--- config.mk ---
export PLATFORM = sky130hd
export DESIGN_NAME = mram_conv_port_a_arbiter
export DESIGN_NICKNAME = d
export VERILOG_FILES = /design/src/rtl/mram_conv_port_a_arbiter.sv
export SDC_FILE = /design/constraint.sdc
export NUM_CORES = 1
export LEC_CHECK = 0
export ABC_CLOCK_PERIOD_IN_PS = 4200
export CAP_MARGIN = 10
export CORE_MARGIN = 4
export CORE_UTILIZATION = 39
export CTS_CLUSTER_DIAMETER = 80
export DETAILED_ROUTE_END_ITERATION = 6
export PLACE_DENSITY = 0.95
export SYNTH_ARGS = -nofsm -noshare
export SYNTH_HDL_FRONTEND = slang
export SYNTH_SLANG_ARGS = --single-unit
--- constraint.sdc ---
create_clock -name clk -period 4.2 [get_ports clk]
set_input_delay 0.84 -clock clk [delete_from_list [all_inputs] [get_ports clk]]
set_output_delay 0.84 -clock clk [all_outputs]
set_load 0.005 [all_outputs]
--- src/rtl/mram_conv_port_a_arbiter.sv ---
// rtl/mram_conv_port_a_arbiter.sv - Round-robin Port A arbiter with zero-fill sequencer for the conv-model MRAM
//
// Purpose:
//   Lets two requesters share MRAM Port A: Conv2D (requester 0) and MaxPool (requester 1).
//   Each request uses a valid/ready handshake. Reads return with a fixed two-cycle latency.
//   A clear sequencer zero-fills the whole array, one word per cycle.
//
// Ports:
//   clk, resetn                      clock (rising edge), asynchronous active-low reset
//   c_valid/c_ready/c_addr/c_wdata   Conv2D request; c_we is the byte enable set, 0 means read
//   c_rvalid/c_rdata                 Conv2D read return
//   p_*                              same signals for MaxPool
//   clear_start                      pulse that starts a zero-fill
//   clear_busy/clear_done            zero-fill in progress / completion pulse
//   mram_en_a/we_a/addr_a/din_a      registered MRAM Port A command
//   mram_dout_a                      MRAM read data, valid one cycle after mram_en_a

module mram_conv_port_a_arbiter #(
  parameter int ADDR_WIDTH = 10,
  parameter int DATA_WIDTH = 32
) (
  input  logic                    clk,
  input  logic                    resetn,
  input  logic                    c_valid,
  output logic                    c_ready,
  input  logic [ADDR_WIDTH-1:0]   c_addr,
  input  logic [DATA_WIDTH-1:0]   c_wdata,
  input  logic [DATA_WIDTH/8-1:0] c_we,
  output logic                    c_rvalid,
  output logic [DATA_WIDTH-1:0]   c_rdata,
  input  logic                    p_valid,
  output logic                    p_ready,
  input  logic [ADDR_WIDTH-1:0]   p_addr,
  input  logic [DATA_WIDTH-1:0]   p_wdata,
  input  logic [DATA_WIDTH/8-1:0] p_we,
  output logic                    p_rvalid,
  output logic [DATA_WIDTH-1:0]   p_rdata,
  input  logic                    clear_start,
  output logic                    clear_busy,
  output logic                    clear_done,
  output logic                    mram_en_a,
  output logic [DATA_WIDTH/8-1:0] mram_we_a,
  output logic [ADDR_WIDTH-1:0]   mram_addr_a,
  output logic [DATA_WIDTH-1:0]   mram_din_a,
  input  logic [DATA_WIDTH-1:0]   mram_dout_a
);

  localparam int BE_WIDTH = DATA_WIDTH / 8;
  localparam logic [ADDR_WIDTH-1:0] LAST_ADDR = {ADDR_WIDTH{1'b1}};

  typedef enum logic {SERVE = 1'b0, CLEAR = 1'b1} state_t;

  state_t                r_state, w_state_nxt;
  logic                  r_last_grant;
  logic [ADDR_WIDTH-1:0] r_cnt, w_cnt_nxt;
  logic                  r_en, w_en_nxt;
  logic [BE_WIDTH-1:0]   r_we, w_we_nxt;
  logic [ADDR_WIDTH-1:0] r_addr, w_addr_nxt;
  logic [DATA_WIDTH-1:0] r_din, w_din_nxt;
  logic                  r_busy, w_busy_nxt;
  logic                  r_done, w_done_nxt;
  // Read-return pipeline: stage 1 is (r_rd_v, r_rd_own); stage 2 is the rvalid registers.
  logic                  r_rd_v, w_rd_v_nxt;
  logic                  r_rd_own, w_rd_own_nxt;
  logic                  r_c_rvalid, r_p_rvalid;

  logic                  w_gnt_c, w_gnt_p, w_serve, w_c_ready, w_p_ready, w_hs;
  logic [BE_WIDTH-1:0]   w_sel_we;

  // On a tie, grant the requester that was not served last.
  assign w_gnt_p   = p_valid && (!c_valid || !r_last_grant);
  assign w_gnt_c   = c_valid && !w_gnt_p;
  // clear_start wins over any request arriving in the same cycle.
  assign w_serve   = (r_state == SERVE) && !clear_start;
  assign w_c_ready = w_gnt_c && w_serve;
  assign w_p_ready = w_gnt_p && w_serve;
  assign w_hs      = w_c_ready || w_p_ready;
  assign w_sel_we  = w_p_ready ? p_we : c_we;

  always_comb begin
    w_state_nxt  = r_state;
    w_cnt_nxt    = r_cnt;
    w_en_nxt     = 1'b0;
    w_we_nxt     = '0;
    w_addr_nxt   = r_addr;
    w_din_nxt    = r_din;
    w_busy_nxt   = 1'b0;
    w_done_nxt   = 1'b0;
    w_rd_v_nxt   = 1'b0;
    w_rd_own_nxt = r_rd_own;
    case (r_state)
      SERVE: begin
        if (clear_start) begin
          // The first zero-fill write goes out with the entry into CLEAR.
          w_state_nxt = CLEAR;
          w_cnt_nxt   = '0;
          w_en_nxt    = 1'b1;
          w_we_nxt    = '1;
          w_addr_nxt  = '0;
          w_din_nxt   = '0;
          w_busy_nxt  = 1'b1;
        end else if (w_hs) begin
          w_en_nxt     = 1'b1;
          w_we_nxt     = w_sel_we;
          w_addr_nxt   = w_p_ready ? p_addr : c_addr;
          w_din_nxt    = w_p_ready ? p_wdata : c_wdata;
          w_rd_v_nxt   = (w_sel_we == '0);
          w_rd_own_nxt = w_p_ready;
        end
      end
      CLEAR: begin
        // r_cnt is the address being written this cycle.
        if (r_cnt == LAST_ADDR) begin
          w_state_nxt = SERVE;
          w_cnt_nxt   = '0;
          w_done_nxt  = 1'b1;
        end else begin
          w_cnt_nxt  = r_cnt + 1'b1;
          w_en_nxt   = 1'b1;
          w_we_nxt   = '1;
          w_addr_nxt = r_cnt + 1'b1;
          w_din_nxt  = '0;
          w_busy_nxt = 1'b1;
        end
      end
      default: w_state_nxt = SERVE;
    endcase
  end

  always_ff @(posedge clk or negedge resetn) begin
    if (!resetn) begin
      r_state      <= SERVE;
      r_last_grant <= 1'b1;
      r_cnt        <= '0;
      r_en         <= 1'b0;
      r_we         <= '0;
      r_addr       <= '0;
      r_din        <= '0;
      r_busy       <= 1'b0;
      r_done       <= 1'b0;
      r_rd_v       <= 1'b0;
      r_rd_own     <= 1'b0;
      r_c_rvalid   <= 1'b0;
      r_p_rvalid   <= 1'b0;
    end else begin
      r_state    <= w_state_nxt;
      r_cnt      <= w_cnt_nxt;
      r_en       <= w_en_nxt;
      r_we       <= w_we_nxt;
      r_addr     <= w_addr_nxt;
      r_din      <= w_din_nxt;
      r_busy     <= w_busy_nxt;
      r_done     <= w_done_nxt;
      r_rd_v     <= w_rd_v_nxt;
      r_rd_own   <= w_rd_own_nxt;
      r_c_rvalid <= r_rd_v && !r_rd_own;
      r_p_rvalid <= r_rd_v && r_rd_own;
      if (w_hs) begin
        r_last_grant <= w_p_ready;
      end
    end
  end

  assign c_ready     = w_c_ready;
  assign p_ready     = w_p_ready;
  assign c_rvalid    = r_c_rvalid;
  assign p_rvalid    = r_p_rvalid;
  // Both requesters see the MRAM data; only the owner's rvalid qualifies it.
  assign c_rdata     = mram_dout_a;
  assign p_rdata     = mram_dout_a;
  assign clear_busy  = r_busy;
  assign clear_done  = r_done;
  assign mram_en_a   = r_en;
  assign mram_we_a   = r_we;
  assign mram_addr_a = r_addr;
  assign mram_din_a  = r_din;

endmodule

==> metrics.txt, run 1 <==
Core Region 9280 sq um; Final Max Slew Viols 0; Mapped Area 3740 sq um; static leakage between 0.002 and 0.0025 uW; H-tree Lvls 3; post-DP HPWL 7.51 mm; Post-Syn Instances 378; n_diodes 0; global placer's final weighted congestion 0.809; Async SR Flop Fraction 100%; Sw Ratio 28.1%; Peak supply drop ~160 uV; Die ar. 11,200 sq um; number of port buffers 149; later-pin clock latency in the skew report 0.34 ns; I/O Pins 246; ANT nets after route 0; f_max 0.306 GHz; Multi-input gate area 1480 sq um; EDFF count, synth 0; CTS sink cnt 64; Fin Setup TNS 0 ns; Worst setup EP type primary output; CTS tree built; post-synthesis register bit count 64; largest net degree at the start of global routing 69; Initial Util 40.3%; die span in y between 100 and 150 microns; worst-margin pin slew 0.818 ns; slowest stage delay, CP 0.55 ns; register area share after synthesis 42.8%; Req. time, crit path 3.36 ns; pwr dens ~380 nW/um^2; Unique masters post-synth 48; DR vias 3,042; share of cells above drive strength 1 7.19%; min Tclk post-route 3.26 ns; Setup crit start kind input port; critical-path maximum fanout 7; ys flop type dfrtp_1; # resized after CTS 0; clk_skew around 0.010 ns; switching pwr 532 uW; worst min path class register to register; synth top area cells dfrtp_1 (42%), buf_4 (14%), mux2i_1 (9.9%), o31ai_1 (6.4%), nand2_1 (6.2%); CP max-delay cell clkdlybuf4s50_1; Synth top area share a little over two fifths; CTS buffer count 9; Layout Nets 585; GRT overflow 0; period utilisation layout roughly 80%; Hold Vio Cnt, Final 0; crit-path cells clkdlybuf4s50_1, nand2_1, nand2_1, nor2_1, clkdlybuf4s50_1; pre-CTS WS 0.949 ns; combinational power share 26.2%; part of the power in registers 42.8%; register area 1600 sq um; aggregate routed wire length 10.0 mm; CP arrival 2.42 ns; setup violators final 0; post-synth top area cell dfrtp_1; met3 usage 6.13%; initial antenna violation count 0; first drt pass iteration count 4; RSZ-0062 raised after global routing no; cell-internal power about 1400 uW; vias in the first global route about 3,200; Filler cells approximately 800; Longest Clk Path Bufs 2; status completed; Die Wd 106 microns; Mean Syn Cell Area 9.90 sq um; DRC errors left 0; global route hottest layer met2; Max-Cap Viols 0; GR Util met1 20.0%; total global-route track usage 18.0%; 1st-iter DRT viols 142; Cell Rows 35; syn_nets 508; clock transition at the registers of the reported paths roughly 0.070 ns; first-pass GRT wire length between 15 and 20 mm; post-CTS setup buffers 0; routed len/inst 17.1 microns; critical path class input port to primary output; Slew HR 45.5%; Hold Buf Count CTS 0; Total Power 1890 uW; root buffer cell clkbuf_8; Syn. warnings 0; post-layout util a little over half; clock network fraction of design power 31.1%; Layout area overhead 34.0%; worst setup margin around 0.94 ns; GR Layer Usage met2 a little under a third; vias per inst 5.17
state kept, by name, indices dropped and copies added, names as in the netlist:
signal / flops
c_rvalid: 1
clear_busy: 1
clear_done: 1
mram_addr_a: 10
mram_din_a: 32
mram_en_a: 1
mram_we_a: 4
p_rvalid: 1
r_cnt: 10
r_last_grant: 1
r_rd_own: 1
r_rd_v: 1
worst paths after layout:
kind | start | end | slack, ns | depth (start not counted)
min in group asynchronous | resetn | mram_din_a[1] | 0.59 | 1
hold reg to reg | r_rd_own | c_rvalid | 0.48 | 1
setup reg to reg | clear_busy | mram_din_a[30] | 1.41 | 5
hold / removal | r_rd_own | c_rvalid | 0.48 | 1
setup / recovery | c_valid | p_ready | 0.94 | 5
max in group asynchronous | resetn | r_last_grant | 2.67 | 2
cells in the final DEF, fill, tap and decap left out, types with 3 or more instances in the layout:
cell type and n:
clkdlybuf4s50_1 148, dfrtp_1 63, nand2_1 62, mux2i_1 37, o31ai_1 32, clkbuf_8 11
nand3_1 9, a31oi_1 8, nor2_1 7, mux2_2 6, inv_1 5, o21ai_0 5
buf_4 5, a21oi_1 4, o211ai_1 4, nor3_1 3, nor4_1 3, xor2_1 3
o21ai_1 3, o21a_1 3
per-stage QoR:
step | std cells | hold WS (ns) | area [sq um]
CTS | 588 | 0.481 | 5010
detailed placement | 573 | 0.467 | 4790
global placement | 573 | 0.444 | 4790
finish | 588 | 0.476 | 5010
floorplan | 378 | 0.418 | 3740
global route | 588 | 0.503 | 5010
synthesized netlist by cell type, types with 4 or more instances:
cell	number
buf_4	68
dfrtp_1	63
nand2_1	62
mux2i_1	37
o31ai_1	32
nand3_1	9
a31oi_1	8
clkbuf_1	7
nor2_1	7
buf_6	6
mux2_2	6
buf_2	5
inv_1	5
o21ai_0	5
a21oi_1	4
o211ai_1	4
metal layers:
metal  vias up  part of all wire (%)
li1       1421                     -
met1      1450                    39
met2       140                    50
met3        31                   9.1
met4         0                   2.1
met5         -                     0
worst max-delay path, delay by kind of cell:
family	cells	cell delay, ns
buf+inv	2	1.09
simple gates	3	0.50
final cells by class:
cell class                      instances  area share [%]
Timing Repair Buffer                  154            30.4
Sequential cell                        64            32.0
Clock inverter                          3            1.30
Inverter                                6           0.449
Multi-Input combinational cell        220            29.6
Clock buffer                           12            3.09
Tap cell                              129            3.22
power by group through the flow:
stage | clock network [uW] | registers (uW) | logic, uW
finish | 589 | 810 | 496
global route | 640 | 826 | 543
CTS | 610 | 806 | 503
detailed placement | 0 | 817 | 500
global placement | 0 | 807 | 481
floorplan | 0 | 791 | 303
cells by family (layout without fill, tap and decap cells):
group / Yosys count / after routing / share of synthesized area (%)
buf+inv: 94 / 175 / 17.8
compound gates: 75 / 75 / 14.9
fa+ha+maj: 1 / 1 / 0.334
mux: 43 / 43 / 11.7
simple gates: 98 / 98 / 11.7
xor+xnor: 3 / 3 / 0.702
flops: 64 / 64 / 42.8
Power figures use the tool's default switching activity.
==> run 2: changes to the inputs <==
Settings changed: ABC_CLOCK_PERIOD_IN_PS 4200 to 3200, CORE_UTILIZATION 39 to 37, PLACE_DENSITY 0.95 to 0.93.
Clock period 4.2 ns to 3.2 ns, I/O delays scaled along.
==> run 2 against run 1 <==
Net effect:
- global-route usage down 0.47 points
- critical path depth unchanged
- via count up 0.53%
- design area up 0.92%
- clock skew up 0.0025 ns
- worst hold slack worse by 0.13 ns
- first-iteration DRC count up 56%
- critical endpoint unchanged
- highest routed layer unchanged
==> metrics.txt, run 2 (synthesis results as in run 1) <==
status completed (unchanged); critical-path maximum fanout 7 (unchanged); worst setup margin 0.351 ns (was 0.936 ns); H-tree Lvls 3 (unchanged); routed len/inst 17.4 microns (was 17.1 microns); later-pin clock latency in the skew report 0.34 ns (about the same); ANT nets after route 0 (unchanged); CTS sink cnt 64 (unchanged); setup violators final 0 (unchanged); # resized after CTS 0 (unchanged); Max-Cap Viols 0 (unchanged); Layout Nets 587 (was 585); Peak supply drop 197 uV (was 159 uV); vias per inst 5.14 (was 5.17); largest net degree at the start of global routing 75 (was 69); Longest Clk Path Bufs 2 (unchanged); Die Wd 109 microns (was 106 microns); vias in the first global route 3,148 (was 3,165); die span in y 109 microns (was 106 microns); clock transition at the registers of the reported paths 0.07 ns (about the same); worst min path class input port to async pin (was register to register); clk_skew 0.0125 ns (was 0.0100 ns); Worst setup EP type primary output (unchanged); Setup crit start kind input port (unchanged); Filler cells 881 (was 819); GRT overflow 0 (unchanged); Hold Buf Count CTS 0 (unchanged); period utilisation layout 89.0%; share of cells above drive strength 1 7.79% (was 7.19%); Slew HR 52.8% (was 45.5%); aggregate routed wire length 10.3 mm (was 10.0 mm); static leakage 0.00212 uW (was 0.00211 uW); pwr dens 495 nW/um^2 (was 378 nW/um^2); worst-margin pin slew 0.708 ns (was 0.818 ns); Hold Vio Cnt, Final 0 (unchanged); DR vias 3,058 (was 3,042); CP arrival 2.21 ns (was 2.42 ns); root buffer cell clkbuf_8 (unchanged); f_max 0.351 GHz; post-DP HPWL 7.59 mm (was 7.51 mm); 1st-iter DRT viols 221 (was 142); first drt pass iteration count 4 (unchanged); initial antenna violation count 0 (unchanged); n_diodes 0 (unchanged); Req. time, crit path 2.56 ns (was 3.36 ns); pre-CTS WS 0.366 ns (was 0.949 ns); first-pass GRT wire length 16.0 mm (was 16.1 mm); CTS tree built (unchanged); CTS buffer count 9 (unchanged); crit path launch c_valid (unchanged); DRC errors left 0 (unchanged); post-CTS setup buffers 0 (unchanged); Layout area overhead 35.3% (was 34.0%); commonest non-fill, non-tap cell in the layout clkdlybuf4s50_1 (unchanged); I/O Pins 246 (unchanged); Total Power 2510 uW (was 1890 uW); RSZ-0062 raised after global routing no (unchanged); critical path class input port to primary output (unchanged); global placer's final weighted congestion 0.800 (was 0.809); Fin Setup TNS 0 ns (unchanged); Cell Rows 36 (was 35); Core Region 9820 sq um (was 9280 sq um); total global-route track usage 17.5% (was 18.0%); Initial Util 38.1% (was 40.3%); Final Max Slew Viols 0 (unchanged); number of port buffers 149 (unchanged); min Tclk post-route 2.85 ns; RR Startpoint r_cnt[0] (was clear_busy); max FFs per register 32 (unchanged); Die ar. 11,800 sq um (was 11,200 sq um); commonest cells after routing, fill and taps aside clkdlybuf4s50_1 (148), dfrtp_1 (63), nand2_1 (62), mux2i_1 (37), o31ai_1 (32) (unchanged)
## run 2: changes by cell type in the layout (fill, tap and decap cells not counted), sizes merged
cell / change
clkbuf: -1
clkinvlp: +2
buf: +2
## run 2: critical path, stage by stage
cell	delay, ns
clkdlybuf4s50_1	0.54
nand2_1	0.12
nand2_1	0.15
nor2_1	0.22
clkdlybuf4s50_1	0.53
## run 2: per-stage QoR
step	std cells	cell area, sq um	hold WS (ns)	util, %
after global placement	579	4840	0.441	49.3
after CTS	595	5060	0.357	51.5
final	595	5060	0.347	51.5
after floorplan	378	3740	0.344	-
after global routing	595	5060	0.389	51.5
after detailed placement	579	4840	0.454	49.3
## run 2: layer usage
| metal | global-route usage (%) | vias up | share of wire [%] |
|---|---|---|---|
| li1 | - | 1435 | - |
| met1 | 19.0 | 1456 | 38 |
| met2 | 31.6 | 134 | 52 |
| met3 | 5.31 | 33 | 7.7 |
| met4 | 7.03 | 0 | 2.2 |
| met5 | 0 | - | 0 |
## run 2: final timing paths
path | cells after the start | end | slack, ns
setup / recovery | 5 | p_ready | 0.35
hold / removal | 1 | mram_din_a[2] | 0.35
setup reg to reg | 6 | mram_din_a[7] | 1.08
hold reg to reg | 1 | c_rvalid | 0.47
max in group asynchronous | 2 | r_last_grant | 2.16
min in group clk | 1 | c_rvalid | 0.47
## run 2: cell type report
cell class | count | area, sq um | share of cell area [%]
flip-flops and latches | 64 | 1600 | 31.7
repair buffers | 156 | 1560 | 30.9
multi-input cells | 220 | 1480 | 29.3
well taps | 133 | 166 | 3.29
clock buffers | 11 | 141 | 2.79
clock inverters | 5 | 80.1 | 1.58
inverters | 6 | 22.5 | 0.445
## run 2: report_power, final
group          switching [uW]  internal, uW  total [uW]
clock network             327           459         786
logic                     272           385         657
registers                 134           929        1060
total                     733          1770        2510
==> run 3: changes to the inputs <==
Settings changed: CORE_ASPECT_RATIO set to 0.7, CTS_CLUSTER_DIAMETER 80 to 100.
==> run 3 against run 2 <==
Net effect:
- via count shrank 0.26%
- die area increased by 0.22%
- total power up 14%
- clock power is 45% higher
- clock-buffer cell count unchanged
- sequential cell count did not move
- worst hold slack gained 0.035 ns
- cell count decreased by 0.84%
- register-to-register slack better by 0.06 ns
- design area up 2.5%
==> metrics.txt, run 3 (synthesis results as in run 1) <==
worst min path class input port to async pin (unchanged); status completed (unchanged); vias in the first global route 3,075 (was 3,148); global placer's final weighted congestion 0.847 (was 0.800); Hold Buf Count CTS 0 (unchanged); Slew HR 50.3% (was 52.8%); largest net degree at the start of global routing 75 (unchanged); min Tclk post-route 2.88 ns (was 2.85 ns); vias per inst 5.17 (was 5.14); commonest cells after routing, fill and taps aside clkdlybuf4s50_1 (148), dfrtp_1 (63), nand2_1 (62), mux2i_1 (37), o31ai_1 (32) (unchanged); n_diodes 0 (unchanged); Hold WS 0.382 ns (was 0.347 ns); Worst setup EP type primary output (unchanged); Die ar. 11,800 sq um (about the same); CP arrival 2.24 ns (was 2.21 ns); Initial Util 38.3% (was 38.1%); max FFs per register 32 (unchanged); Die Wd 128 microns (was 109 microns); post-CTS setup buffers 0 (unchanged); Fin Setup TNS 0 ns (unchanged); Hold Vio Cnt, Final 0 (unchanged); pwr dens 550 nW/um^2 (was 495 nW/um^2); # resized after CTS 0 (unchanged); DRC errors left 0 (unchanged); CP bufs+invs 2 (unchanged); Cell Rows 30 (was 36); DR vias 3,050 (was 3,058); Crit path max-delay family buffers and inverters (unchanged); f_max 0.347 GHz (was 0.351 GHz); CTS sink cnt 64 (unchanged); Filler cells 839 (was 881); first drt pass iteration count 4 (unchanged); CTS tree built (unchanged); die span in y 92.1 microns (was 109 microns); RSZ-0062 raised after global routing no (unchanged); Longest Clk Path Bufs 2 (unchanged); worst-margin pin slew 0.745 ns (was 0.708 ns); critical path class input port to primary output (unchanged); post-DP HPWL 7.74 mm (was 7.59 mm); Max-Cap Viols 0 (unchanged); first-pass GRT wire length 15.4 mm (was 16.0 mm); R2R Setup Slk 1.14 ns (was 1.08 ns); Final Max Slew Viols 0 (unchanged); critical-path maximum fanout 7 (unchanged); CP max-delay cell clkdlybuf4s50_1 (unchanged); crit-path cells clkdlybuf4s50_1, nand2_1, nand2_1, nor2_1, clkdlybuf4s50_1 (unchanged); commonest non-fill, non-tap cell in the layout clkdlybuf4s50_1 (unchanged); aggregate routed wire length 9.96 mm (was 10.3 mm); Layout Nets 587 (unchanged); setup violators final 0 (unchanged); later-pin clock latency in the skew report 0.32 ns (was 0.34 ns); clock transition at the registers of the reported paths 0.05 ns (was 0.07 ns); I/O Pins 246 (unchanged); ANT nets after route 0 (unchanged); initial antenna violation count 0 (unchanged); static leakage 0.00219 uW (was 0.00212 uW); 1st-iter DRT viols 213 (was 221); period utilisation layout 90.0% (was 89.0%); slowest stage delay, CP 0.54 ns (about the same); GRT overflow 0 (unchanged); routed len/inst 16.9 microns (was 17.4 microns); H-tree Lvls 3 (unchanged); clk_skew 0.00463 ns (was 0.0125 ns); Peak supply drop 342 uV (was 197 uV); share of cells above drive strength 1 8.01% (was 7.79%); CTS buffer count 9 (unchanged); Req. time, crit path 2.56 ns (about the same); Layout area overhead 38.7% (was 35.3%); number of port buffers 149 (unchanged); root buffer cell clkbuf_16 (was clkbuf_8); Core Region 9760 sq um (was 9820 sq um); Setup crit start kind input port (unchanged); total global-route track usage 16.6% (was 17.5%)
-- run 3: cell types whose count changed in the layout (fill, tap and decap cells not counted) --
cell / before / now
bufinv_16: 2 / 3
clkbuf_1: 1 / 0
clkbuf_16: 0 / 9
clkbuf_8: 10 / 2
clkinvlp_4: 2 / 1
-- run 3: worst reg2reg max path, stage by stage (launching register included) --
cell and delay (ns):
dfrtp_1 0.45, ha_1 0.29, nand4_1 0.28, o41ai_4 0.39, buf_12 0.31, nand2_1 0.17, o31ai_1 0.08
-- run 3: final timing paths --
| path | from | endpoint | cells after the start |
|---|---|---|---|
| max reg2reg | r_cnt[0] | mram_din_a[7] | 6 |
| min in group clk | r_rd_own | c_rvalid | 1 |
| max in group asynchronous | resetn | mram_din_a[1] | 2 |
| max | c_valid | p_ready | 5 |
| min | resetn | r_cnt[9] | 1 |
| min reg2reg | r_rd_own | c_rvalid | 1 |
-- run 3: layout make-up --
class | count | area, sq um | share of cell area, %
flip-flops and latches | 64 | 1600 | 30.9
clock inverters | 5 | 103 | 1.98
inverters | 6 | 22.5 | 0.434
repair buffers | 156 | 1560 | 30.1
well taps | 128 | 160 | 3.09
multi-input cells | 220 | 1480 | 28.6
clock buffers | 11 | 253 | 4.87
-- run 3: stage by stage --
step | cells | cell area (sq um) | power [uW] | util [%] | setup slack, ns
6_report | 590 | 5190 | 2850 | 53.2 | 0.321
5_1_grt | 590 | 5190 | 3010 | 53.2 | 0.248
4_1_cts | 590 | 5190 | 2890 | 53.2 | 0.329
3_5_place_dp | 574 | 4830 | 1730 | 49.5 | 0.335
3_3_place_gp | 574 | 4830 | 1690 | 49.5 | 0.409
2_1_floorplan | 378 | 3740 | 1440 | - | 1.13
-- run 3: report_power, final --
part | internal, uW | switching [uW]
Combinational | 384 | 269
Sequential | 931 | 129
Clock | 801 | 337
Total | 2120 | 735
-- run 3: layer usage --
metal / part of all wire [%] / track usage [%] / vias to the layer above / routed length, microns
li1: - / - / 1430 / -
met1: 41 / 20.5 / 1429 / 4130
met2: 46 / 25.9 / 164 / 4550
met3: 11 / 6.64 / 27 / 1080
met4: 2.1 / 6.27 / 0 / 207
met5: 0 / 0 / - / 0
==> patch 1: new RTL, flow settings as in run 3 <==
Change the parameter `DATA_WIDTH` from 32 to 64.
--- a/src/rtl/mram_conv_port_a_arbiter.sv
+++ b/src/rtl/mram_conv_port_a_arbiter.sv
@@ -17,7 +17,7 @@
 
 module mram_conv_port_a_arbiter #(
   parameter int ADDR_WIDTH = 10,
-  parameter int DATA_WIDTH = 32
+  parameter int DATA_WIDTH = 64
 ) (
   input  logic                    clk,
   input  logic                    resetn,
Ports: changed (9 resized); port bits go from 246 to 450. No check against the original RTL was run, so the function may have changed too.
==> patch 1 against run 3 <==
- sequential cell count increased by 36
- design area grew 64%
- worst setup slack gained 0.0031 ns
- synthesized cell count increased by 73%
- area after synthesis up 69%
- power increased by 29%
- sequential share of layout area fell by 1.4 points
- wire length is 94% higher
==> patch 1: results (changes against run 3) <==
Clock network
  – Post_cts resized: 0 (unchanged)
  – CTS Buffer Depth: 2 (unchanged)
  – Clk slew on worst S/H paths: 0.07 ns (+0.02 ns)

Synth
  – Seq/Total Area, Yosys: 39.6% (-3.2 points)
  – Post-synth top cells: nand2_1, buf_4, dfrtp_1, mux2_4, a21oi_1
  – Synth cell types: 43 (-10%)
  – Synth top area cells: dfrtp_1, mux2_4, buf_4
  – Syn nets: 888 (+75%)

STA
  – Fin Clk Skew: 0.00665 ns (+0.00203 ns)
  – Final hold slack: 0.331 ns (-0.0518 ns)
  – Worst slew pin tran: 0.693 ns (-0.0520 ns)

Global route
  – GR Util All Layers: 18.8% (+2.3 points)
  – First-pass GRT wire length: 28,500 µm (+85%)
  – Vias in the first global route: 5,011 (+63%)
  – Largest net degree at the start of global routing: 57 (-24%)

Worst setup path
  – Reg2Reg Setup Slack: 0.78 ns (-0.36 ns)
  – R2R cell count: 7 (+1)
  – Crit Path Max Fanout: 5 (-2)

Pwr
  – Leak: 3.90 nW (+78%)
  – Max VDD drop: 0.000283 V (-17%)

Layout
  – Layout cells sized above 1: 13.8% (+5.8 points)
  – Nets: 1,006 (+71%)
  – Max reg flops: 64 (+100%)

Outcome
  – Run status: finished, final reports clean

Place
  – Dpl hpwl: 14,500 µm (+87%)
  – Placer Congestion: 0.882 (+4.1%)
  – Port Buf Inserts: 257 (+72%)

Drt
  – Vias per cell: 5.04 (-2.6%)
  – First DRT Iteration DRCs: 361 (+69%)
  – Drt pass-1 iters: 5 (+1)
  – Drt total wl: 19,300 µm (+94%)
-- patch 1: final timing paths --
kind | from | end
worst max-delay path | p_valid | p_ready
worst min-delay path | resetn | mram_din_a[19]
worst max register to register | r_cnt[0] | mram_din_a[55]
worst min register to register | r_rd_v | p_rvalid
max in group asynchronous | resetn | r_last_grant
min in group clk | r_rd_v | p_rvalid
-- patch 1: logic make-up (layout without fill, tap and decap cells) --
family,count (synthesis),in the layout,synth area share (%)
compound gates,104,104,9.76
fa+ha+maj,1,1,0.198
xor+xnor,3,3,0.416
mux,83,83,18.6
flops,100,100,39.6
simple gates,192,192,12.6
buf+inv,171,294,18.8
-- patch 1: metrics by stage --
step / instance area, µm² / setup slack [ns] / util (%) / instances
2_1_floorplan: 6320 / 1.20 / - / 654
3_3_place_gp: 8150 / 0.384 / 49.3 / 986
5_1_grt: 8490 / 0.309 / 51.3 / 1002
6_report: 8490 / 0.325 / 51.3 / 1002
4_1_cts: 8490 / 0.357 / 51.3 / 1002
3_5_place_dp: 8150 / 0.362 / 49.3 / 986
-- patch 1: metal layers --
layer	up-vias	routed length, µm	GRT usage (%)
met1	2362	8150	24.4
li1	2310	-	-
met2	352	8130	27.3
met3	18	2710	10.5
met5	-	95	4.01
met4	4	211	3.72
-- patch 1: area by class of cell --
type | instances | area, µm²
clock buffer | 11 | 233
clock inverter | 5 | 109
fill | 1451 | 8050
inverter | 6 | 25.0
multi-input combinational | 383 | 2640
sequential | 100 | 2500
tap | 225 | 282
timing repair buffer | 272 | 2700
-- patch 1: power breakdown --
group / total, mW / switching, mW / internal [mW]
clock: 1.25 / 0.474 / 0.771
sequential: 1.54 / 0.147 / 1.40
combinational: 0.891 / 0.355 / 0.536
-- patch 1: worst max-delay path, delay by kind of cell --
kind,cells,cell delay (ns)
and+or+nand+nor,1,0.19
AOI/OAI and AO/OA,1,0.25
buffers and inverters,3,1.15
==> patch 2: new RTL, flow settings as in run 3 <==
Made on the original files. Take the reset off `r_we`, `r_addr` and `r_din` and load them in a clocked block of their own.
--- a/src/rtl/mram_conv_port_a_arbiter.sv
+++ b/src/rtl/mram_conv_port_a_arbiter.sv
@@ -133,9 +133,6 @@
       r_last_grant <= 1'b1;
       r_cnt        <= '0;
       r_en         <= 1'b0;
-      r_we         <= '0;
-      r_addr       <= '0;
-      r_din        <= '0;
       r_busy       <= 1'b0;
       r_done       <= 1'b0;
       r_rd_v       <= 1'b0;
@@ -146,9 +143,6 @@
       r_state    <= w_state_nxt;
       r_cnt      <= w_cnt_nxt;
       r_en       <= w_en_nxt;
-      r_we       <= w_we_nxt;
-      r_addr     <= w_addr_nxt;
-      r_din      <= w_din_nxt;
       r_busy     <= w_busy_nxt;
       r_done     <= w_done_nxt;
       r_rd_v     <= w_rd_v_nxt;
@@ -159,6 +153,12 @@
         r_last_grant <= w_p_ready;
       end
     end
+  end
+
+  always_ff @(posedge clk) begin
+    r_we   <= w_we_nxt;
+    r_addr <= w_addr_nxt;
+    r_din  <= w_din_nxt;
   end
 
   assign c_ready     = w_c_ready;
Formal check against the unedited RTL: not equivalent (Yosys sat finds a counterexample within 4 cycles, from zero or initial values and one cycle with resetn low).
==> patch 2 against run 3 <==
- worst setup slack improved by 0.13 ns
- sequential cell count did not move
- area after synthesis is 7.5% lower
- power decreased by 10%
- global-route usage up 0.42 points
- critical endpoint unchanged
- design area down 6.3%
- highest routed layer unchanged
- wire length is 2.1% lower
- die area decreased by 7.0%
==> patch 2: results (changes against run 3) <==
Global route
  – Vias in the first global route: 2,936 (-4.5%)
  – GR Util All Layers: 17.0% (+0.42 points)
  – Largest net degree at the start of global routing: 48 (-36%)

Synth
  – Synth top area cells: edfxtp_1, buf_4, dfrtp_1
  – Cells after synthesis: 348 (-7.9%)
  – Post-synth top cells: nand2_1, buf_4, edfxtp_1, a21oi_1, dfrtp_1
  – Syn nets: 478 (-5.9%)
  – Number of synthesized flops with an enable pin: 42 (+42)
  – Main flop type after synthesis: edfxtp_1
  – Seq/Total Area, Yosys: 51.8% (+9.0 points)
  – Synth cell types: 44 (-8.3%)

STA
  – Achievable Freq: 364 MHz (+4.7%)
  – Fin Clk Skew: 0.00800 ns (+0.00338 ns)
  – Worst slew pin tran: 0.955 ns (+0.209 ns)

Place
  – Placer Congestion: 0.780 (-7.9%)
  – Cell total after placement: 545 (-5.1%)
  – Area post-placement: 4580 µm² (-5.3%)
  – DP Worst Slack: 0.437 ns (+0.102 ns)

Layout
  – Synth-to-Final Area Change: 40.5%
  – Layout filler cell count: 760 (-9.4%)
  – Layout cells sized above 1: 5.95% (-2.1 points)

Pwr
  – Max VDD drop: 0.000306 V (-11%)

Hold path
  – Worst min path class: reg -> reg

Drt
  – WL/cell: 17.4 µm (+3.0%)
  – Vias: 2,777 (-9.0%)
  – Vias per cell: 4.95 (-4.2%)

Worst setup path
  – Critical Path AT: 2.11 ns (-0.13 ns)

Outcome
  – Run status: finished, final reports clean

Die
  – Die W: 124 µm (-3.6%)
## patch 2: cell count changes in the layout (fill, tap and decap cells not counted), sizes merged, moves of 5 or more
cell | before | now
o211ai | 5 | 0
mux2 | 6 | 0
nand2 | 62 | 91
dfrtp | 63 | 17
mux2i | 37 | 10
o31ai | 32 | 1
edfxtp | 0 | 42
a21oi | 4 | 34
## patch 2: final cells by class
class / count / share of cell area [%]
Tap cell: 124 / 3.19
Sequential cell: 64 / 36.9
Timing Repair Buffer: 153 / 31.3
Clock buffer: 11 / 4.79
Clock inverter: 5 / 1.00
Inverter: 7 / 0.541
Multi-Input combinational cell: 197 / 22.3
## patch 2: cell families after synthesis
| group | count (synthesis) | synth area share (%) |
|---|---|---|
| DFF | 64 | 51.8 |
| muxes | 10 | 2.89 |
| and+or+nand+nor | 117 | 15.4 |
| buffers and inverters | 87 | 17.0 |
| xor gates and xnor gates | 6 | 1.52 |
| adders and majority gates | 1 | 0.362 |
| AOI/OAI and AO/OA | 63 | 11.1 |
## patch 2: where the power goes
part | leakage, nW | internal (mW) | switching [mW] | total, mW
Clock | 0.132 | 0.594 | 0.329 | 0.924
Sequential | 0.757 | 0.998 | 0.0990 | 1.10
Combinational | 1.06 | 0.305 | 0.228 | 0.533
## patch 2: metal layers
metal  up-vias  wire [µm]  GRT usage, %
met3        32        894          4.05
met4         0        275          9.35
met5         -          0             0
li1       1300          -             -
met1      1303       3620          18.2
met2       142       4960          31.2
## patch 2: worst paths after layout
check	end	cells after the start	slack (ns)	startpoint
min in group asynchronous	clear_done	1	0.80	resetn
setup reg to reg	mram_din_a[1]	5	0.77	r_cnt[0]
setup / recovery	p_ready	4	0.45	clear_start
hold reg to reg	c_rvalid	1	0.46	r_rd_own
hold / removal	c_rvalid	1	0.46	r_rd_own
max in group asynchronous	mram_en_a	1	1.87	resetn
## patch 2: worst reg2reg max path: stages, from the launching register on
cell and delay (ns):
dfrtp_1 0.46, ha_1 0.28, and4_1 0.26, nand3_2 0.17
o32ai_4 0.14, inv_2 0.70
